**config.mk**
```make
export PLATFORM = sky130hd
export DESIGN_NAME = punc_ctrl_fsm
export DESIGN_NICKNAME = d
export VERILOG_FILES = /design/src/rtl/punc_ctrl_pkg.sv /design/src/rtl/punc_ctrl_decode.sv /design/src/rtl/punc_ctrl_fsm.sv
export SDC_FILE = /design/constraint.sdc
export NUM_CORES = 1
export LEC_CHECK = 0
export ABC_CLOCK_PERIOD_IN_PS = 1700
export BUFFER_PORTS_ARGS = -buffer_cell sky130_fd_sc_hd__buf_2
export CAP_MARGIN = 20
export CORE_ASPECT_RATIO = 0.75
export CORE_MARGIN = 8
export CORE_UTILIZATION = 42
export CTS_CLUSTER_DIAMETER = 100
export DETAILED_ROUTE_END_ITERATION = 10
export GPL_ROUTABILITY_DRIVEN = 1
export PLACE_DENSITY = 0.82
export SLEW_MARGIN = 20
export SYNTH_ARGS = -nofsm -noshare
export SYNTH_HDL_FRONTEND = slang
export SYNTH_HIERARCHICAL = 1
export SYNTH_SLANG_ARGS = --single-unit
```
**constraint.sdc**
```tcl
create_clock -name clk -period 1.7 [get_ports clk]
set_input_delay 0.34 -clock clk [delete_from_list [all_inputs] [get_ports clk]]
set_output_delay 0.34 -clock clk [all_outputs]
set_load 0.01 [all_outputs]
```
**src/rtl/punc_ctrl_pkg.sv**
```systemverilog
// Shared encodings for the PUnC LC3 control unit and datapath: FSM states,
// opcodes, select codes and the packed control vector.
package punc_ctrl_pkg;

  typedef enum logic [2:0] {
    S_INIT   = 3'd0,
    S_FETCH  = 3'd1,
    S_DECODE = 3'd2,
    S_EXEC   = 3'd3,
    S_EXEC2  = 3'd4,
    S_HALT   = 3'd5
  } state_t;

  localparam logic [3:0] OP_BR   = 4'b0000;
  localparam logic [3:0] OP_ADD  = 4'b0001;
  localparam logic [3:0] OP_LD   = 4'b0010;
  localparam logic [3:0] OP_ST   = 4'b0011;
  localparam logic [3:0] OP_JSR  = 4'b0100;
  localparam logic [3:0] OP_AND  = 4'b0101;
  localparam logic [3:0] OP_LDR  = 4'b0110;
  localparam logic [3:0] OP_STR  = 4'b0111;
  localparam logic [3:0] OP_RTI  = 4'b1000;
  localparam logic [3:0] OP_NOT  = 4'b1001;
  localparam logic [3:0] OP_LDI  = 4'b1010;
  localparam logic [3:0] OP_STI  = 4'b1011;
  localparam logic [3:0] OP_JMP  = 4'b1100;
  localparam logic [3:0] OP_RES  = 4'b1101;
  localparam logic [3:0] OP_LEA  = 4'b1110;
  localparam logic [3:0] OP_TRAP = 4'b1111;

  localparam logic [1:0] MEM_ADDR_PC  = 2'd0;
  localparam logic [1:0] MEM_ADDR_ALU = 2'd1;
  localparam logic [1:0] MEM_ADDR_IND = 2'd2;

  localparam logic [1:0] RF_W_PC  = 2'd0;
  localparam logic [1:0] RF_W_MEM = 2'd1;
  localparam logic [1:0] RF_W_ALU = 2'd2;

  localparam logic [1:0] ALU_ADD    = 2'd0;
  localparam logic [1:0] ALU_AND    = 2'd1;
  localparam logic [1:0] ALU_PASS_A = 2'd2;
  localparam logic [1:0] ALU_NOT    = 2'd3;

  localparam logic A_PC         = 1'b0;
  localparam logic A_RF         = 1'b1;
  localparam logic B_RF         = 1'b0;
  localparam logic B_SEXT       = 1'b1;
  localparam logic PC_DATA_ADD  = 1'b0;
  localparam logic PC_DATA_ALU  = 1'b1;
  localparam logic PC_ADD_OFF11 = 1'b0;
  localparam logic PC_ADD_OFF9  = 1'b1;
  localparam logic NZP_ALU      = 1'b0;
  localparam logic NZP_MEM      = 1'b1;

  localparam logic [2:0] LINK_REG = 3'd7;

  typedef struct packed {
    logic        pc_clr;
    logic        pc_inc;
    logic        pc_ld;
    logic        pc_data_sel;
    logic        pc_add_sel;
    logic        ir_ld;
    logic [1:0]  mem_addr_sel;
    logic        mem_w_en;
    logic        ind_ld;
    logic [2:0]  rf_r_addr_0;
    logic [2:0]  rf_r_addr_1;
    logic [2:0]  rf_w_addr;
    logic        rf_w_en;
    logic [1:0]  rf_w_sel;
    logic        a_sel;
    logic        b_sel;
    logic [15:0] sext_data;
    logic [1:0]  alu_sel;
    logic        nzp_sel;
    logic        nzp_ld;
    logic        halted;
  } ctrl_t;

  function automatic logic [3:0] opcode_of(input logic [15:0] instr);
    return instr[15:12];
  endfunction

  function automatic logic is_halt(input logic [15:0] instr, input logic [7:0] vect);
    return (instr[15:12] == OP_TRAP) && (instr[7:0] == vect);
  endfunction

endpackage

```
**src/rtl/punc_ctrl_decode.sv**
```systemverilog
// Combinational control decode: maps {state, ir, n, z, p} to the full datapath
// control vector. Everything not asserted for a state/opcode stays 0.
module punc_ctrl_decode
  import punc_ctrl_pkg::*;
#(
  parameter logic CC_ON_LEA = 1'b0
) (
  input  state_t      state,
  input  logic [15:0] ir,
  input  logic        n,
  input  logic        z,
  input  logic        p,
  output ctrl_t       ctrl
);

  logic [3:0]  op;
  logic [15:0] imm5;
  logic [15:0] off6;
  logic [15:0] off9;
  logic        br_taken;

  assign op       = opcode_of(ir);
  assign imm5     = {{11{ir[4]}}, ir[4:0]};
  assign off6     = {{10{ir[5]}}, ir[5:0]};
  assign off9     = {{7{ir[8]}}, ir[8:0]};
  assign br_taken = (ir[11] & n) | (ir[10] & z) | (ir[9] & p);

  always_comb begin
    // NOTE: default the whole vector first so no path through the case leaves
    // a field unassigned; otherwise synthesis infers latches.
    ctrl = '0;
    case (state)
      S_INIT:   ctrl.pc_clr = 1'b1;
      S_FETCH: begin
        ctrl.mem_addr_sel = MEM_ADDR_PC;
        ctrl.ir_ld        = 1'b1;
      end
      S_DECODE: ctrl.pc_inc = 1'b1;
      S_EXEC: begin
        case (op)
          OP_ADD, OP_AND: begin
            ctrl.a_sel       = A_RF;
            ctrl.b_sel       = ir[5];
            ctrl.alu_sel     = (op == OP_ADD) ? ALU_ADD : ALU_AND;
            ctrl.rf_r_addr_0 = ir[8:6];
            ctrl.rf_r_addr_1 = ir[5] ? 3'd0 : ir[2:0];
            ctrl.sext_data   = ir[5] ? imm5 : 16'h0000;
            ctrl.rf_w_addr   = ir[11:9];
            ctrl.rf_w_sel    = RF_W_ALU;
            ctrl.rf_w_en     = 1'b1;
            ctrl.nzp_sel     = NZP_ALU;
            ctrl.nzp_ld      = 1'b1;
          end
          OP_NOT: begin
            ctrl.a_sel       = A_RF;
            ctrl.alu_sel     = ALU_NOT;
            ctrl.rf_r_addr_0 = ir[8:6];
            ctrl.rf_w_addr   = ir[11:9];
            ctrl.rf_w_sel    = RF_W_ALU;
            ctrl.rf_w_en     = 1'b1;
            ctrl.nzp_ld      = 1'b1;
          end
          OP_BR: begin
            if (br_taken) begin
              ctrl.pc_ld       = 1'b1;
              ctrl.pc_data_sel = PC_DATA_ADD;
              ctrl.pc_add_sel  = PC_ADD_OFF9;
            end
          end
          OP_JMP: begin
            ctrl.a_sel       = A_RF;
            ctrl.alu_sel     = ALU_PASS_A;
            ctrl.rf_r_addr_0 = ir[8:6];
            ctrl.pc_ld       = 1'b1;
            ctrl.pc_data_sel = PC_DATA_ALU;
          end
          OP_JSR: begin
            // Link write and PC load share one edge, so JSRR R7 reads the old R7.
            ctrl.rf_w_addr = LINK_REG;
            ctrl.rf_w_sel  = RF_W_PC;
            ctrl.rf_w_en   = 1'b1;
            ctrl.pc_ld     = 1'b1;
            if (ir[11]) begin
              ctrl.pc_data_sel = PC_DATA_ADD;
              ctrl.pc_add_sel  = PC_ADD_OFF11;
            end else begin
              ctrl.a_sel       = A_RF;
              ctrl.alu_sel     = ALU_PASS_A;
              ctrl.rf_r_addr_0 = ir[8:6];
              ctrl.pc_data_sel = PC_DATA_ALU;
            end
          end
          OP_LD, OP_LDR: begin
            ctrl.a_sel        = (op == OP_LDR) ? A_RF : A_PC;
            ctrl.b_sel        = B_SEXT;
            ctrl.alu_sel      = ALU_ADD;
            ctrl.rf_r_addr_0  = (op == OP_LDR) ? ir[8:6] : 3'd0;
            ctrl.sext_data    = (op == OP_LDR) ? off6 : off9;
            ctrl.mem_addr_sel = MEM_ADDR_ALU;
            ctrl.rf_w_addr    = ir[11:9];
            ctrl.rf_w_sel     = RF_W_MEM;
            ctrl.rf_w_en      = 1'b1;
            ctrl.nzp_sel      = NZP_MEM;
            ctrl.nzp_ld       = 1'b1;
          end
          OP_ST, OP_STR: begin
            ctrl.a_sel        = (op == OP_STR) ? A_RF : A_PC;
            ctrl.b_sel        = B_SEXT;
            ctrl.alu_sel      = ALU_ADD;
            ctrl.rf_r_addr_0  = (op == OP_STR) ? ir[8:6] : 3'd0;
            ctrl.sext_data    = (op == OP_STR) ? off6 : off9;
            ctrl.mem_addr_sel = MEM_ADDR_ALU;
            ctrl.rf_r_addr_1  = ir[11:9];
            ctrl.mem_w_en     = 1'b1;
          end
          OP_LEA: begin
            ctrl.a_sel     = A_PC;
            ctrl.b_sel     = B_SEXT;
            ctrl.alu_sel   = ALU_ADD;
            ctrl.sext_data = off9;
            ctrl.rf_w_addr = ir[11:9];
            ctrl.rf_w_sel  = RF_W_ALU;
            ctrl.rf_w_en   = 1'b1;
            ctrl.nzp_sel   = NZP_ALU;
            ctrl.nzp_ld    = CC_ON_LEA;
          end
          OP_LDI, OP_STI: begin
            ctrl.a_sel        = A_PC;
            ctrl.b_sel        = B_SEXT;
            ctrl.alu_sel      = ALU_ADD;
            ctrl.sext_data    = off9;
            ctrl.mem_addr_sel = MEM_ADDR_ALU;
            ctrl.ind_ld       = 1'b1;
          end
          default: ;  // RTI, reserved and non-halting TRAP execute as NOP
        endcase
      end
      S_EXEC2: begin
        ctrl.mem_addr_sel = MEM_ADDR_IND;
        if (op == OP_LDI) begin
          ctrl.rf_w_addr = ir[11:9];
          ctrl.rf_w_sel  = RF_W_MEM;
          ctrl.rf_w_en   = 1'b1;
          ctrl.nzp_sel   = NZP_MEM;
          ctrl.nzp_ld    = 1'b1;
        end else begin
          ctrl.rf_r_addr_1 = ir[11:9];
          ctrl.mem_w_en    = 1'b1;
        end
      end
      S_HALT:  ctrl.halted = 1'b1;
      default: ;
    endcase
  end

endmodule

```
**src/rtl/punc_ctrl_fsm.sv**
```systemverilog
// PUnC LC3 control FSM: state register and next-state logic; the control
// vector comes from punc_ctrl_decode and is forced to 0 while rst is low.
module punc_ctrl_fsm
  import punc_ctrl_pkg::*;
#(
  parameter logic [7:0] HALT_TRAPVECT = 8'h25,
  parameter logic       CC_ON_LEA     = 1'b0
) (
  input  logic        clk,
  input  logic        rst,
  input  logic [15:0] ir,
  input  logic        n,
  input  logic        z,
  input  logic        p,
  output logic        pc_clr,
  output logic        pc_inc,
  output logic        pc_ld,
  output logic        pc_data_sel,
  output logic        pc_add_sel,
  output logic        ir_ld,
  output logic [1:0]  mem_addr_sel,
  output logic        mem_w_en,
  output logic        ind_ld,
  output logic [2:0]  rf_r_addr_0,
  output logic [2:0]  rf_r_addr_1,
  output logic [2:0]  rf_w_addr,
  output logic        rf_w_en,
  output logic [1:0]  rf_w_sel,
  output logic        a_sel,
  output logic        b_sel,
  output logic [15:0] sext_data,
  output logic [1:0]  alu_sel,
  output logic        nzp_sel,
  output logic        nzp_ld,
  output logic        halted
);

  state_t state;
  ctrl_t  dec_ctrl;
  ctrl_t  ctrl;

  always_ff @(posedge clk) begin
    // NOTE: state registers use non-blocking assignment so every flop samples
    // pre-edge values; blocking here would create ordering races.
    if (!rst) begin
      state <= S_INIT;
    end else begin
      case (state)
        S_INIT:   state <= S_FETCH;
        S_FETCH:  state <= S_DECODE;
        S_DECODE: state <= is_halt(ir, HALT_TRAPVECT) ? S_HALT : S_EXEC;
        S_EXEC:   state <= (opcode_of(ir) == OP_LDI || opcode_of(ir) == OP_STI) ? S_EXEC2 : S_FETCH;
        S_EXEC2:  state <= S_FETCH;
        S_HALT:   state <= S_HALT;
        default:  state <= S_INIT;
      endcase
    end
  end

  punc_ctrl_decode #(
    .CC_ON_LEA(CC_ON_LEA)
  ) u_decode (
    .state(state),
    .ir   (ir),
    .n    (n),
    .z    (z),
    .p    (p),
    .ctrl (dec_ctrl)
  );

  // Gating with rst drops any in-flight write strobe in the very cycle reset is asserted.
  assign ctrl = rst ? dec_ctrl : '0;

  assign pc_clr       = ctrl.pc_clr;
  assign pc_inc       = ctrl.pc_inc;
  assign pc_ld        = ctrl.pc_ld;
  assign pc_data_sel  = ctrl.pc_data_sel;
  assign pc_add_sel   = ctrl.pc_add_sel;
  assign ir_ld        = ctrl.ir_ld;
  assign mem_addr_sel = ctrl.mem_addr_sel;
  assign mem_w_en     = ctrl.mem_w_en;
  assign ind_ld       = ctrl.ind_ld;
  assign rf_r_addr_0  = ctrl.rf_r_addr_0;
  assign rf_r_addr_1  = ctrl.rf_r_addr_1;
  assign rf_w_addr    = ctrl.rf_w_addr;
  assign rf_w_en      = ctrl.rf_w_en;
  assign rf_w_sel     = ctrl.rf_w_sel;
  assign a_sel        = ctrl.a_sel;
  assign b_sel        = ctrl.b_sel;
  assign sext_data    = ctrl.sext_data;
  assign alu_sel      = ctrl.alu_sel;
  assign nzp_sel      = ctrl.nzp_sel;
  assign nzp_ld       = ctrl.nzp_ld;
  assign halted       = ctrl.halted;

endmodule

```
Yosys cells after proc, flatten, opt, wreduce, memory -nomap -nowiden --
Cells that the tools add are included.
Cells by class: equal/unequal tests 19, reductions and logical operators 14, bitwise operators 5, mux-type cells 45
Operators with widths (count):
- one-hot mux 17 bit (4 select lines) | 1
- 2-to-1 mux 16 bit | 3
- 2-to-1 mux 45 bit | 1
- 2-to-1 mux 3 bit | 9
- == test 4 bit (second input constant) | 6
- 2-to-1 mux 20 bit | 1
- one-hot mux 6 bit (3 select lines) | 1
- one-hot mux 9 bit (2 select lines) | 1
- == test 4 x 3 -> 1 bit (second input constant) | 4
- 2-to-1 mux 1 bit | 15
- one-hot mux 3 bit (5 select lines) | 1
- one-hot mux 3 bit (4 select lines) | 1
- OR reduction 2 bit | 5
- == test 4 x 2 -> 1 bit (second input constant) | 2
- == test 8 x 6 -> 1 bit (second input constant) | 1
- one-hot mux 2 bit (2 select lines) | 2
- one-hot mux 2 bit (4 select lines) | 1
- OR reduction 4 bit | 2
- == test 3 x 2 -> 1 bit (second input constant) | 2
- == test 3 bit (second input constant) | 2
- 2-to-1 mux 6 bit | 1
- one-hot mux 2 bit (3 select lines) | 1
- one-hot mux 3 bit (2 select lines) | 1
- OR reduction 6 bit | 1
- other kinds (14) | 18
Storage, ports and cells: output and inout port bits 45, register bits after elaboration 3, word-level logic and storage cells 84, input bits 21

Logic depth before layout (Yosys ltp) --
Gate-level depths: netlist of run 1.
word-level depth 7, mapped depth 8

Modules after synthesis --
Netlist of run 1, hierarchy kept.
Modules (own cells, without submodules):
- punc_ctrl_decode | area an instance 768.2 um^2, instances 1, cells an instance 112, seq. area each 0.0 um^2
- punc_ctrl_fsm | area an instance 495.5 um^2, instances 1, cells an instance 71, seq. area each 60.1 um^2

Worst setup path after synthesis of run 1 --
OpenSTA, ideal clock, no wires.
path type input -> output, start input ir[14], end output sext_data[10], setup slack -168 ps, arrival time 1528 ps, cell stages on the path 7, data required time 1360 ps, cells stage by stage buf_2 > buf_2 > mux2i_1 > nor3b_2 > o21a_1 > buf_4 > and2_1
RTL lines:
- start, declared | RTL line punc_ctrl_fsm.sv:11 | input logic [15:0] ir,
- end, declared | RTL line punc_ctrl_fsm.sv:31 | output logic [15:0] sext_data,

==> impl_metrics.toml, run 1 <==
[status]
status = "complete, but fails checks"
violations = "setup timing"

[setup_path]
crit_type = "reg -> out"
worstPathArrival_ns = 1.65
reg2reg_slack_ns = 0.55
required_ns = 1.36
cp_slowest_cell = "dfxtp_4"
endpoint_kind = "output pin"
cp-start-kind = "flop"
crit_fanout = 4
crit_path_max_incr_delay_ns = 0.36
crit_chain = "and3b_2 > a31oi_4 > o21ai_4 > a22o_1 > and2_1 > buf_2"

[sta]
worstMarginPinSlew_ns = 0.372
period_minus_slack_ns = 1.99
finalSetupViolCount = 38
relSlewSlack_pct = 75.2
finalMaxSlewViolations = 0
fin_crit_sh_pct = 117
hold_ws_ns = 0.546
grt_setup_unrepaired = "true"
fin_ws_ns = -0.285
max_freq_ghz = 0.504
skew_ns = 0.000839
hold_viol = 0

[logic_synthesis]
synthMuxAreaShare_pct = 1.58
avgSynthCellArea_um2 = 6.91
synth_enable_flop_cells = 0
synth_top_family_by_area = "simple AND/OR/NAND/NOR gates"
synth_compound_area_share_pct = 24.5
syn_inst = 183
ys_seq_area_share_pct = 4.75
synth_nets = 204
synthFlopType = "dfxtp_1"
synth-simple-area-share_pct = 56.7
synth_cell_types = 52
async_reset_ff_share_pct = 0
synthXorXnorAreaFrac_pct = 0
ys_seq_elements = 3
syn-cell-area_mm2 = 0.00126
synth_fa_ha_area_share_pct = 0
yosysWarnings = 6

[grt]
antenna_found_initial = 0
grt_pass1_vias = 1700
grt_util_all_layers_pct = 18.9
grt_max_degree = 30
grt_overflow = 0
grt_pass1_wl_um = 8000

[floorplanning]
core_mm2 = 0.00291
start_util_pct = 43.4
rows = 17
ios = 66
die_area_mm2 = 0.00504
die_h_um = 63.5
fp.dieW_um = 79.3

[pwr]
power.leakage_uw = 0.00112
design_power_total_uw = 828
powerDensity_mw_per_mm2 = 383
ir_worst_vdd_v = 0.000448

[final_layout]
area_delta_synth_final_pct = 71.0
mostFrequentLayoutCells = "59 x buf_2, 45 x and2_1, 40 x buf_4"
reg_top3 = "state (3)"
n_antenna_cell = 0
post-route-util_pct = 74.2
final_common_cell = "buf_2"
largest_register_ffs = 3
regMostFlops = "state"
nets = 298
layout-drive-gt1-share_pct = 58.0

[route]
drtIter0Drc = 91
num_vias = 1718
ant_nets = 0
via_per_inst = 5.47
drcViolationCount = 0
post_drt_wl_per_cell_um = 16.7
drtPass1Iterations = 4
routed_wl_um = 5240

[clock_tree]
insertion_delay_ns = 0.22
h-tree-depth = 1
cts_root_buffer = "clkbuf_8"
clock_path_buffers = 2
cts_buffers = 3
path_clk_slew_ns = 0.03
cts_tree = "yes"
cts_sinks = 3

[place]
port-buffer-count = 65
dpl.hpwl_um = 3370
place_congestion = 0.819

[hold_path]
hp-class = "in -> reg"

[flow_run]
drv_cap = 0
-- routing by layer --
layer	up-vias	global-route usage [%]	wire, µm
met1	803	23.4	2290
li1	814	-	-
met5	-	0	0
met3	11	4.96	397
met2	90	30.9	2450
met4	0	5.76	106
-- worst paths after layout --
kind | from | endpoint | depth (start not counted)
setup / recovery | state[0]$_SDFF_PN0_ | rf_r_addr_1[0] | 6
setup reg to reg | state[2]$_SDFF_PN0_ | state[2]$_SDFF_PN0_ | 4
hold reg to reg | state[2]$_SDFF_PN0_ | state[0]$_SDFF_PN0_ | 2
hold / removal | rst | state[0]$_SDFF_PN0_ | 4
-- critical path: cells and delay by family, from the launching register on --
kind	cells	cell delay (ns)
flops	1	0.36
simple gates	2	0.41
compound gates	3	0.50
buf+inv	1	0.14
-- cells by family after synthesis --
| logic type | after synthesis |
|---|---|
| AND/OR/NAND/NOR | 109 |
| multiplexers | 2 |
| AO/OA/AOI/OAI | 42 |
| flip-flops | 3 |
| buffers and inverters | 27 |
-- per-stage QoR --
step	instance area [µm²]	setup WS (ns)	TNS (ns)	std cells
6_report	2160	-0.285	-7.24	314
5_1_grt	2160	-0.319	-9.57	314
4_1_cts	2090	-0.240	-5.48	313
3_5_place_dp	1840	-0.254	-6.57	303
3_3_place_gp	1840	-0.216	-5.35	303
2_1_floorplan	1340	-0.0105	-0.0733	183
-- cells in the mapped netlist, types with 3 or more instances --
master | count | area share (%)
a21oi_1 | 12 | 4.8
a21oi_2 | 3 | 2.1
a22o_1 | 3 | 2.1
and2_1 | 54 | 27
and3_1 | 3 | 1.5
buf_2 | 4 | 1.6
buf_4 | 11 | 6.5
dfxtp_1 | 3 | 4.8
inv_1 | 6 | 1.8
nand2_1 | 11 | 3.3
nand2b_1 | 4 | 2.0
nor2_1 | 6 | 1.8
nor2b_1 | 6 | 3.0
nor3_1 | 4 | 1.6
nor3b_1 | 3 | 1.8
o21a_1 | 3 | 1.8
o21ai_0 | 4 | 1.6
-- power breakdown --
group	total [µW]	switching, µW	internal, µW
clock	216	55.6	161
combinational	504	258	246
sequential	108	21.9	85.8
total	828	335	492
-- repair_timing --
item | in CTS | in global routing
endpoints found under the setup margin | 40 | 40
pin swaps | 15 | 13
cloned | 1 | 0
buffers inserted | 6 | 1
resized for setup | 35 | 14
hold buffers | 0 | 0
-- area by class of cell --
cell class              count  area [µm²]
well taps                  38        47.5
repair buffers            109         737
clock buffers               4        45.0
multi-input cells         153        1240
inverters                   7        26.3
flip-flops and latches      3        68.8
fillers                   194         753
Note: power is estimated with default switching activity, not from simulation.
==> run 2: changes to the inputs <==
- SKIP_LAST_GASP: unset -> 1
==> impl_metrics.toml, run 2 (synthesized netlist as in run 1, its figures left out) <==
[sta]
relSlewSlack_pct = 75.4
fin_ws_ns = -0.302
finalMaxSlewViolations = 0
skew_ns = 0.000614
max_freq_ghz = 0.499
hold_viol = 0
fin_crit_sh_pct = 118
grt_setup_unrepaired = "true"
worstMarginPinSlew_ns = 0.366
hold_ws_ns = 0.574
finalSetupViolCount = 40
period_minus_slack_ns = 2.00
tns_ns = -6.76

[pwr]
pwr-share-comb_pct = 62.7
ir_worst_vdd_v = 0.000486
power_frac_seq_pct = 12.3
powerDensity_mw_per_mm2 = 378
power.leakage_uw = 0.00116
clkPwrFrac_pct = 25.0
swShare_pct = 40.6
internal_power_uw = 521
design_power_total_uw = 877
p_switching_uw = 356

[clock_tree]
path_clk_slew_ns = 0.03
cts_tree = "yes"
cts_root_buffer = "clkbuf_8"
cts_sinks = 3
ctsHoldBuffers = 0
clock_path_buffers = 2
h-tree-depth = 1
insertion_delay_ns = 0.22
cts_buffers = 3

[final_layout]
nets = 301
reg_top3 = "state (3)"
fillCellCount = 161
mostFrequentLayoutCells = "50 x buf_2, 42 x and2_1, 37 x buf_4"
n_antenna_cell = 0
final_common_cell = "buf_2"
layout-drive-gt1-share_pct = 61.3
regMostFlops = "state"
largest_register_ffs = 3
area_delta_synth_final_pct = 83.7

[floorplanning]
die_area_mm2 = 0.00504
fp.dieW_um = 79.3
die_h_um = 63.5
rows = 17
core_mm2 = 0.00291
ios = 66
start_util_pct = 43.4

[status]
status = "complete, but fails checks"
violations = "setup timing"

[grt]
grt_util_all_layers_pct = 18.7
met2_usage_pct = 30.3
grt_max_degree = 30
grt_pass1_wl_um = 7870
grtUsageMet1_pct = 23.3
grt_use_met3_pct = 4.96
grt_pass1_vias = 1693
grt_overflow = 0
busiest_layer = "met2"
antenna_found_initial = 0

[place]
dpl.hpwl_um = 3370
port-buffer-count = 65
place_congestion = 0.819

[setup_path]
worstPathArrival_ns = 1.66
cp-start-kind = "input port"
crit_type = "in -> out"
crit_family = "compound AO/OA/AOI/OAI gates"
cp_slowest_cell = "a22o_1"
r2r_cells = 4
crit_chain = "bufbuf_16 > buf_6 > nand2b_1 > o21ai_1 > o21ai_4 > a22o_1 > and2_1 > buf_2"
reg2reg_slack_ns = 0.55
critPathBufInv = 3
endpoint_kind = "output pin"
required_ns = 1.36
crit_fanout = 4
crit_path_max_incr_delay_ns = 0.24
worstSetupPathDepth = 8

[route]
post_drt_wl_per_cell_um = 18.1
ant_nets = 0
drtIter0Drc = 80
num_vias = 1762
routed_wl_um = 5730
via_per_inst = 5.56
drcViolationCount = 0
drtPass1Iterations = 4

[hold_path]
worstHoldPathCells = 3
hp-class = "in -> reg"

[flow_run]
drv_cap = 0
[run 2: cell types whose count changed in the layout (fill, tap and decap cells not counted), sizes merged]
cell and change:
buf +2, bufbuf +1
[run 2: final cells by class]
cell class                      instances  area, µm²  share of cell area, %
Multi-Input combinational cell        153       1280                   55.2
Timing Repair Buffer                  112        852                   36.7
Sequential cell                         3       68.8                   2.96
Tap cell                               38       47.5                   2.05
Clock buffer                            4       45.0                   1.94
Inverter                                7       26.3                   1.13
[run 2: metal layers]
metal | part of all wire [%] | wire length (µm)
met4 | 2.5 | 145
met3 | 8.3 | 473
met5 | 0 | 0
met2 | 48 | 2770
met1 | 41 | 2340
[run 2: worst register-to-register path: stages, from the launching register on]
cell,delay (ns)
dfxtp_2,0.32
buf_4,0.16
nand2b_1,0.14
o31a_1,0.27
o22ai_1,0.17
[run 2: metrics by stage]
stage | cell area (µm²) | utilization (%) | instances | setup slack [ns]
finish | 2320 | 79.6 | 317 | -0.302
global route | 2320 | 79.6 | 317 | -0.375
CTS | 2100 | 71.9 | 313 | -0.240
detailed placement | 1840 | 63.1 | 303 | -0.254
global placement | 1840 | 63.1 | 303 | -0.216
floorplan | 1340 | - | 183 | -0.0105
[run 2: power by group through the flow]
stage / clock, µW / sequential (µW) / combinational [µW]
6_report: 219 / 108 / 550
5_1_grt: 227 / 110 / 579
4_1_cts: 217 / 105 / 465
3_5_place_dp: 0 / 98.8 / 403
3_3_place_gp: 0 / 97.4 / 392
2_1_floorplan: 0 / 108 / 234
[run 2: worst paths after layout]
kind,from,endpoint
hold / removal,ir[14],state[2]$_SDFF_PN0_
hold reg to reg,state[2]$_SDFF_PN0_,state[0]$_SDFF_PN0_
setup / recovery,ir[13],rf_r_addr_1[0]
setup reg to reg,state[2]$_SDFF_PN0_,state[2]$_SDFF_PN0_
[run 2: repair_timing]
item | 4_1_cts | 5_1_grt
gates resized for setup | 34 | 40
cloned | 1 | 0
buffers inserted | 6 | 4
endpoints found under the hold margin | 0 | 0
pin swaps | 15 | 21
setup endpoints to repair | 40 | 40
==> run 3: changes to the inputs <==
- ABC_AREA: unset -> 1
- CORE_UTILIZATION: 42 -> 43
==> impl_metrics.toml, run 3 <==
[clock_tree]
clock_path_buffers = 2
h-tree-depth = 1
cts_root_buffer = "clkbuf_8"
ctsHoldBuffers = 0
insertion_delay_ns = 0.22
cts_buffers = 3
cts_tree = "yes"
cts_sinks = 3
path_clk_slew_ns = 0.03

[setup_path]
cp-start-kind = "flop"
r2r_cells = 4
rr_startpoint = "state[0]$_SDFF_PN0_"
crit_family = "buffers and inverters"
crit_path_end = "sext_data[10]"
worstPathArrival_ns = 1.54
endpoint_kind = "output pin"
critPathBufInv = 7
r2r_end = "state[2]$_SDFF_PN0_"
crit_type = "reg -> out"
cp_slowest_cell = "dfxtp_2"
crit_start = "state[2]$_SDFF_PN0_"
crit_path_max_incr_delay_ns = 0.32
worstSetupPathDepth = 10
reg2reg_slack_ns = 0.63
crit_chain = "inv_2 > nand3_4 > inv_4 > buf_4 > buf_6 > nand2_1 > inv_2 > nand2_1 > inv_1 > buf_2"
required_ns = 1.36
crit_fanout = 8

[route]
ant_nets = 0
drcViolationCount = 0
routed_wl_um = 5660
via_per_inst = 4.95
drtPass1Iterations = 6
num_vias = 2102
post_drt_wl_per_cell_um = 13.3
drtIter0Drc = 210

[final_layout]
layout-drive-gt1-share_pct = 46.5
regMostFlops = "state"
nets = 409
area_delta_synth_final_pct = 69.0
largest_register_ffs = 3
n_antenna_cell = 0
reg_top3 = "state (3)"
mostFrequentLayoutCells = "100 x nand2_1, 59 x inv_1, 52 x buf_2"
final_common_cell = "nand2_1"

[logic_synthesis]
synth_nets = 321
syn-cell-area_mm2 = 0.00135
yosysTopAreaCellShare_pct = 31.9
avgSynthCellArea_um2 = 4.51
yosysMostFrequentCell = "nand2_1"
ys_seq_area_share_pct = 4.44
ys_seq_elements = 3
synthTopCellsByArea = "nand2_1 32%, inv_1 19%, nor2_1 8.6%, buf_4 6.1%, dfxtp_1 4.4%"
syn_inst = 300
async_reset_ff_share_pct = 0
yosysWarnings = 6
synthFlopType = "dfxtp_1"
synthTopCellsByCount = "115 x nand2_1, 69 x inv_1, 31 x nor2_1"
synth_enable_flop_cells = 0
synth_cell_types = 27
synth_top_cell_by_area = "nand2_1"

[floorplanning]
die_h_um = 64.6
rows = 17
die_area_mm2 = 0.00521
core_mm2 = 0.00298
fp.dieW_um = 80.8
ios = 66
start_util_pct = 45.4

[pwr]
pwr-share-comb_pct = 58.1
swShare_pct = 43.1
power.leakage_uw = 0.00161
powerDensity_mw_per_mm2 = 307
design_power_total_uw = 702
clkPwrFrac_pct = 29.4
ir_worst_vdd_v = 0.000452
power_frac_seq_pct = 12.5
p_switching_uw = 303
internal_power_uw = 399

[place]
place_ws_ns = -0.168
place_congestion = 0.935
port-buffer-count = 65
dpl.hpwl_um = 3480

[sta]
hold_ws_ns = 0.535
finalSetupViolCount = 30
grt_setup_unrepaired = "true"
fin_ws_ns = -0.179
worstMarginPinSlew_ns = 0.236
max_freq_ghz = 0.532
relSlewSlack_pct = 84.1
hold_viol = 0
fin_crit_sh_pct = 111
skew_ns = 0.00338
period_minus_slack_ns = 1.88
finalMaxSlewViolations = 0

[status]
status = "complete, but fails checks"
violations = "setup timing"

[grt]
antenna_found_initial = 0
grt_util_all_layers_pct = 16.4
grt_max_degree = 48
grt_pass1_vias = 1827
grt_pass1_wl_um = 7440
grt_overflow = 0

[flow_run]
drv_cap = 0

[hold_path]
hp-class = "in -> reg"
-- run 3: logic make-up after synthesis --
logic type,Yosys count,synth area share (%)
AOI/OAI and AO/OA,14,6.01
buffers and inverters,101,32.0
DFF,3,4.44
and+or+nand+nor,182,57.5
-- run 3: cell type report --
| class | instances | area (µm²) |
|---|---|---|
| fillers | 226 | 692 |
| multi-input cells | 196 | 1090 |
| inverters | 86 | 344 |
| repair buffers | 98 | 686 |
| flip-flops and latches | 3 | 68.8 |
| well taps | 38 | 47.5 |
| clock buffers | 4 | 45.0 |
-- run 3: what timing repair did --
item | 4_1_cts | 5_1_grt
resized for setup | 36 | 70
endpoints found under the setup margin | 35 | 40
hold endpoints to repair | 0 | 0
pin swaps | 7 | 22
setup buffers | 5 | 3
-- run 3: worst min path at each step --
stage          slack, ns  cells past startpoint                 from                   to
6_report            0.53                      6                ir[3]  state[2]$_SDFF_PN0_
4_1_cts             0.53                      6                ir[3]  state[2]$_SDFF_PN0_
3_3_place_gp        0.69                      4  state[2]$_SDFF_PN0_  state[1]$_SDFF_PN0_
2_1_floorplan       0.55                      2               ir[14]  state[0]$_SDFF_PN0_
5_1_grt             0.56                      6                ir[3]  state[2]$_SDFF_PN0_
3_5_place_dp        0.70                      4  state[2]$_SDFF_PN0_  state[1]$_SDFF_PN0_
-- run 3: power groups by stage --
| stage | clock network [µW] | logic [µW] | registers [µW] |
|---|---|---|---|
| 2_1_floorplan | 0 | 167 | 90.4 |
| 3_3_place_gp | 0 | 284 | 87.0 |
| 3_5_place_dp | 0 | 291 | 87.0 |
| 4_1_cts | 213 | 325 | 87.2 |
| 5_1_grt | 218 | 436 | 88.7 |
| 6_report | 207 | 407 | 87.7 |
-- run 3: layer usage --
layer,share of wire (%),vias up,global-route usage [%]
li1,-,1033,-
met1,39,917,19.2
met2,48,129,30.8
met3,10,23,2.34
met4,3.1,0,2.89
met5,0,-,0
-- run 3: metrics by stage --
| step | instance area, µm² | setup TNS, ns | util [%] | cells |
|---|---|---|---|---|
| final | 2290 | -2.25 | 76.8 | 425 |
| after global routing | 2290 | -5.13 | 76.8 | 425 |
| after CTS | 2030 | -1.66 | 68.2 | 422 |
| after detailed placement | 1820 | -2.60 | 61.1 | 413 |
| after global placement | 1820 | -1.73 | 61.1 | 413 |
| after floorplan | 1350 | 0 | - | 300 |
-- run 3: worst register-to-register path: stages, from the launching register on --
cell     delay [ns]
dfxtp_4        0.35
buf_4          0.15
nor3_2         0.23
nand3_1        0.11
a21oi_1        0.15
